--- src/rtl/matrix_pkg.sv ---
// Shared constants and state type for the HUB75 32x32 scan driver.
package matrix_pkg;

    localparam int unsigned ROWS_HALF = 16;
    localparam int unsigned COLS      = 32;
    localparam int unsigned SLOTS     = 33;
    localparam int unsigned SLOT_W    = 6;

    typedef enum logic [1:0] {
        SHIFT,
        BLANK,
        LATCH
    } scan_state_t;

endpackage

--- src/rtl/scan_phase_ctr.sv ---
// Phase/slot counter pair pacing one row shift: DIV phases per slot, SLOTS slots per row.
module scan_phase_ctr
    import matrix_pkg::*;
#(
    parameter int unsigned DIV = 4,
    localparam int unsigned PW = $clog2(DIV)
) (
    input  logic              clk,
    input  logic              reset,
    input  logic              en,
    output logic [PW-1:0]     phase,
    output logic [SLOT_W-1:0] slot,
    output logic              sample_pulse,
    output logic              slot_done
);

    localparam logic [PW-1:0]     PHASE_LAST    = PW'(DIV - 1);
    localparam logic [SLOT_W-1:0] SLOT_LAST     = SLOT_W'(SLOTS - 1);
    localparam logic [SLOT_W-1:0] SLOT_PIX_LAST = SLOT_W'(COLS - 1);

    logic last_phase;

    assign last_phase = (phase == PHASE_LAST);

    // Wraps back to slot 0 / phase 0 after the last slot so the next row starts clean.
    always_ff @(posedge clk) begin
        if (reset) begin
            phase <= '0;
            slot  <= '0;
        end else if (en) begin
            if (last_phase) begin
                phase <= '0;
                slot  <= (slot == SLOT_LAST) ? '0 : slot + 1'b1;
            end else begin
                phase <= phase + 1'b1;
            end
        end
    end

    assign sample_pulse = en && last_phase && (slot <= SLOT_PIX_LAST);
    assign slot_done    = en && last_phase && (slot == SLOT_LAST);

endmodule

--- src/rtl/matrix_scan.sv ---
// HUB75 1/16-scan driver: fetches pixels from the renderer and shifts/latches them to the panel.
module matrix_scan
    import matrix_pkg::*;
#(
    parameter int unsigned DIV       = 4,
    parameter int unsigned PIX_LAT   = 1,
    parameter int unsigned BLANK_CYC = 2
) (
    input  logic       clk,
    input  logic       reset,
    output logic [3:0] row,
    output logic [4:0] col,
    input  logic       RED_UP_WIRE,
    input  logic       GREEN_UP_WIRE,
    input  logic       BLUE_UP_WIRE,
    input  logic       RED_DOWN_WIRE,
    input  logic       GREEN_DOWN_WIRE,
    input  logic       BLUE_DOWN_WIRE,
    output logic       r1,
    output logic       g1,
    output logic       b1,
    output logic       r2,
    output logic       g2,
    output logic       b2,
    output logic       panel_clk,
    output logic       lat,
    output logic       oe_n,
    output logic [3:0] addr,
    output logic       frame_start
);

    localparam int unsigned PW = $clog2(DIV);
    localparam int unsigned BW = (BLANK_CYC > 1) ? $clog2(BLANK_CYC) : 1;
    localparam logic [BW-1:0] BLANK_LAST = BW'((BLANK_CYC > 0) ? BLANK_CYC - 1 : 0);
    localparam logic [PW-1:0] PHASE_LAST = PW'(DIV - 1);
    localparam logic [4:0]    COL_LAST   = 5'(COLS - 1);
    localparam logic [3:0]    ROW_LAST   = 4'(ROWS_HALF - 1);

    if (DIV < 2 || DIV % 2 != 0 || PIX_LAT > DIV - 1) begin : g_bad_cfg
        $error("matrix_scan: DIV must be even and >= 2, PIX_LAT must be <= DIV-1");
    end

    scan_state_t       state, state_d;
    logic [PW-1:0]     phase;
    logic [SLOT_W-1:0] slot;
    logic              sample_pulse, slot_done;
    logic [BW-1:0]     blank_cnt, blank_cnt_d;
    logic              shown, shown_d;
    logic [3:0]        row_d, addr_d;
    logic [4:0]        col_d;
    logic              panel_clk_d, lat_d, oe_n_d, frame_start_d;

    scan_phase_ctr #(
        .DIV (DIV)
    ) u_ctr (
        .clk          (clk),
        .reset        (reset),
        .en           (state == SHIFT),
        .phase        (phase),
        .slot         (slot),
        .sample_pulse (sample_pulse),
        .slot_done    (slot_done)
    );

    always_comb begin
        state_d     = state;
        blank_cnt_d = blank_cnt;
        unique case (state)
            SHIFT: begin
                if (slot_done) begin
                    state_d     = (BLANK_CYC == 0) ? LATCH : BLANK;
                    blank_cnt_d = '0;
                end
            end
            BLANK: begin
                if (blank_cnt == BLANK_LAST) begin
                    state_d = LATCH;
                end else begin
                    blank_cnt_d = blank_cnt + 1'b1;
                end
            end
            LATCH:   state_d = SHIFT;
            default: state_d = SHIFT;
        endcase
    end

    // Every pin is registered, so each output is derived from where the FSM is headed next.
    always_comb begin
        row_d   = row;
        col_d   = col;
        addr_d  = addr;
        shown_d = shown;
        if (sample_pulse && col != COL_LAST) begin
            col_d = col + 5'd1;
        end
        if (slot_done) begin
            addr_d = row;
        end
        if (state == LATCH) begin
            row_d   = (row == ROW_LAST) ? 4'd0 : row + 4'd1;
            col_d   = '0;
            shown_d = 1'b1;
        end
        // High for the upper half of slots 1..32: phase+1 lands in DIV/2..DIV-1 within the slot.
        panel_clk_d = (state == SHIFT) && (slot != '0) && (phase != PHASE_LAST)
                      && (32'(phase) + 32'd1 >= DIV / 2);
        lat_d         = (state_d == LATCH);
        oe_n_d        = !((state_d == SHIFT) && shown_d);
        frame_start_d = (state == SHIFT) && (slot == '0) && (phase == '0) && (row == 4'd0);
    end

    always_ff @(posedge clk) begin
        if (reset) begin
            state       <= SHIFT;
            blank_cnt   <= '0;
            shown       <= 1'b0;
            row         <= '0;
            col         <= '0;
            addr        <= '0;
            {r1, g1, b1, r2, g2, b2} <= '0;
            panel_clk   <= 1'b0;
            lat         <= 1'b0;
            oe_n        <= 1'b1;
            frame_start <= 1'b0;
        end else begin
            state       <= state_d;
            blank_cnt   <= blank_cnt_d;
            shown       <= shown_d;
            row         <= row_d;
            col         <= col_d;
            addr        <= addr_d;
            if (sample_pulse) begin
                {r1, g1, b1} <= {RED_UP_WIRE, GREEN_UP_WIRE, BLUE_UP_WIRE};
                {r2, g2, b2} <= {RED_DOWN_WIRE, GREEN_DOWN_WIRE, BLUE_DOWN_WIRE};
            end
            panel_clk   <= panel_clk_d;
            lat         <= lat_d;
            oe_n        <= oe_n_d;
            frame_start <= frame_start_d;
        end
    end

endmodule

--- config.mk ---
export PLATFORM = sky130hd
export DESIGN_NAME = matrix_scan
export DESIGN_NICKNAME = d
export VERILOG_FILES = /design/src/rtl/matrix_pkg.sv /design/src/rtl/scan_phase_ctr.sv /design/src/rtl/matrix_scan.sv
export SDC_FILE = /design/constraint.sdc
export NUM_CORES = 1
export LEC_CHECK = 0
export CORE_ASPECT_RATIO = 2
export CORE_MARGIN = 3
export CORE_UTILIZATION = 35
export DETAILED_ROUTE_END_ITERATION = 10
export GPL_TIMING_DRIVEN = 0
export PLACE_DENSITY = 0.66
export SYNTH_ARGS = -nofsm -noshare
export SYNTH_HDL_FRONTEND = slang
export SYNTH_SLANG_ARGS = --single-unit
--- constraint.sdc ---
create_clock -name clk -period 2.1 [get_ports clk]
set_input_delay 0.21 -clock clk [delete_from_list [all_inputs] [get_ports clk]]
set_output_delay 0.21 -clock clk [all_outputs]
set_load 0.02 [all_outputs]
==> impl_metrics.tcl <==
set metrics [dict create \
    leakagePower_nw 0.730 \
    dpl_cell_area_mm2 0.00196 \
    syn_inst 179 \
    yosys_most_used_dff "dfxtp_1" \
    coreArea_mm2 0.00438 \
    whs_endpoint "b2$_SDFFE_PP0P_" \
    antenna_found_initial 0 \
    grt_pass1_vias 1325 \
    antennaDiodeCount 0 \
    syn_area_per_cell_um2 8.88 \
    routed_wl_um 3460 \
    tns_ns 0 \
    grt_max_degree 12 \
    mappedNetlistNets 196 \
    switching_power_w 0.000318 \
    synth-seq-cells 35 \
    synth_async_sr_flop_share_pct 0 \
    final.period_utilization_pct 89.7 \
    pwr-share-comb_pct 8.3 \
    clk_latency_ns 0.29 \
    first_pass_iters 4 \
    register_area_um2 701 \
    skew_ns 0.00404 \
    drv_slew 0 \
    avgViaCountPerCell 5.09 \
    yosysWarningCount 0 \
    p_seq_share_pct 48.0 \
    cts_tree "done" \
    die_area_mm2 0.00544 \
    rr_startpoint "u_ctr.phase[0]$_SDFFE_PP0N_" \
    drt_iter0_markers 15 \
    overflow 0 \
    clock-sinks 35 \
    r2r_setup_slack_ns 0.22 \
    clk_pin_slew_worst_paths_ns 0.07 \
    max-slew-margin-rel_pct 41.8 \
    fp.dieW_um 53.7 \
    synth_area_leader_cell "dfxtp_1" \
    setup_violations 0 \
    rows 34 \
    timing_hold_violations_final 0 \
    layout-drive-gt1-share_pct 5.53 \
    gp_congestion 0.835 \
    vdd_drop_max_mv 0.465 \
    cts_resized 0 \
    worstSetupPathType "reg2reg" \
    syn_area_mm2 0.00159 \
    antenna_left 0 \
    cts_buffer_depth 2 \
    port_buffers 30 \
    seq_area_frac_synth_pct 44.1 \
    htree_levels 2 \
    numCtsBuffers 5 \
    path_max_fanout 7 \
    cts_hold_buffers 0 \
    cap_violations 0 \
    fin_nets 233 \
    p_sw_share_pct 22.1 \
    fmax_ghz 0.531 \
    cp_top_family "simple AND/OR/NAND/NOR gates" \
    start_kind "flip-flop" \
    worst-r2r-cell-count 5 \
    pin_count 31 \
    critical_path_cell_count 5 \
    tightest_slew_ns 0.871 \
    yosysUniqueCellTypes 38 \
    final_cell_area_mm2 0.00208 \
    crit_chain "ha_1, or3b_1, clkbuf_1, nor3_4, mux2i_1" \
    yosysMostFrequentCell "dfxtp_1" \
    cp_slowest_stage_delay_ns 0.40 \
    arrival_ns 2.10 \
    synth_top_cell_area_share_pct 44.1 \
    status "finished clean" \
    p_clk_share_pct 43.7 \
    required_ns 2.32 \
    dp_hpwl_um 2610 \
    r2r_end "addr[1]$_SDFFE_PP0P_" \
    fin_crit_ns 1.88 \
    post-cts-setup-buffers 0 \
    root_buffer "clkbuf_8" \
    hold_depth 2 \
    multi_input_area_um2 822 \
    synth_edf_count 0 \
    grt_pass1_wl_um 5760 \
    dieHeight_um 101 \
    min_from "b2$_SDFFE_PP0P_" \
    rsz0062_at_grt "false" \
    ys_top_cells_by_area "dfxtp_1 (44%), ha_1 (7.1%), a21oi_1 (6.0%)" \
    gr-usage-all-layers_pct 14.1 \
    internal-power_w 0.00112 \
    cellPowerDensity_mw_per_mm2 693 \
    drc 0 \
    end_kind "flip-flop" \
    yosys-top-cells-count "dfxtp_1 (35), nand2_1 (23), a21oi_1 (19)" \
    area.growth.synth_to_final_pct 30.5 \
    vias 1380 \
    fill_cells 451 \
    crit_slowest_cell "nor3_4" \
    cp.buffers_inverters 1 \
    start_util_pct 36.3 \
    avgRoutedWirePerCell_um 12.8 \
    hold_path.class "reg2reg" \
]
==> flip-flops by register name, summed over array words and instances, names as in the netlist, 2 cells and up <==
name	count
addr	4
col	5
row	4
state	2
u_ctr.phase	2
u_ctr.slot	6
==> layer usage <==
layer  up-vias  global-route usage (%)  wire length (µm)
li1        701                       -                 -
met1       649                    14.0              1360
met2        25                    26.3              1900
met3         5                    2.65               123
met4         0                    6.50                80
met5         -                       0                 0
==> cells by family (layout without fill, tap and decap cells) <==
kind of cell,count (synthesis),after routing,share of synthesized area (%)
adders and majority gates,10,10,7.71
buffers and inverters,18,56,4.25
muxes,4,4,2.52
DFF,35,35,44.1
and+or+nand+nor,72,72,26.1
AOI/OAI and AO/OA,39,39,14.8
xor gates and xnor gates,1,1,0.551
==> how the worst max path moves through the flow <==
stage                           startpoint                         end
4_1_cts        u_ctr.phase[0]$_SDFFE_PP0N_        addr[1]$_SDFFE_PP0P_
3_3_place_gp   u_ctr.phase[0]$_SDFFE_PP0N_        addr[1]$_SDFFE_PP0P_
3_5_place_dp   u_ctr.phase[0]$_SDFFE_PP0N_        addr[1]$_SDFFE_PP0P_
6_report       u_ctr.phase[0]$_SDFFE_PP0N_        addr[1]$_SDFFE_PP0P_
5_1_grt                state[1]$_SDFF_PP0_  u_ctr.slot[5]$_SDFFE_PP0N_
2_1_floorplan          col[0]$_SDFFE_PP0P_         col[3]$_SDFFE_PP0P_
==> worst reg2reg max path: stages, from the launching register on <==
cell and delay, ns:
dfxtp_1 0.37, ha_1 0.26, or3b_1 0.36, clkbuf_1 0.20, nor3_4 0.40, mux2i_1 0.23
==> cell usage in the layout (no fill, tap or decap), types with 2 or more instances in the layout <==
cell type	count
o21ai_0	8
clkdlybuf4s50_1	30
and3_1	4
mux2i_1	4
or4_1	2
clkbuf_8	6
inv_1	10
nand3_1	8
ha_1	9
a211o_1	2
nand2_1	23
nand2b_1	11
clkbuf_1	8
o31ai_1	2
or3_1	4
nor2_1	6
nor2b_1	2
nand3b_1	2
a21oi_1	19
dfxtp_1	35
==> cell type report <==
cell class	count	share of cell area [%]
Multi-Input combinational cell	126	39.6
Inverter	10	1.81
Buffer	8	1.45
Clock inverter	2	1.69
Clock buffer	6	3.98
Sequential cell	35	33.8
Tap cell	54	3.25
Timing Repair Buffer	30	14.5
==> stage by stage <==
step	setup slack, ns	utilization (%)	power, W	hold slack [ns]	instances
floorplan	0.383	-	0.000775	0.346	179
global placement	0.224	44.7	0.000824	0.442	263
detailed placement	0.201	44.7	0.000827	0.447	263
CTS	0.190	47.4	0.00146	0.457	271
global route	0.0660	47.4	0.00150	0.469	271
finish	0.216	47.4	0.00144	0.457	271
==> power by group through the flow <==
stage	registers, W	clock network [W]	logic, W
after floorplan	0.000715	0	0.0000596
after global placement	0.000705	0	0.000119
after detailed placement	0.000705	0	0.000122
after CTS	0.000690	0.000646	0.000123
after global routing	0.000692	0.000672	0.000135
final	0.000690	0.000628	0.000120
(Power assumes the default switching activity.)
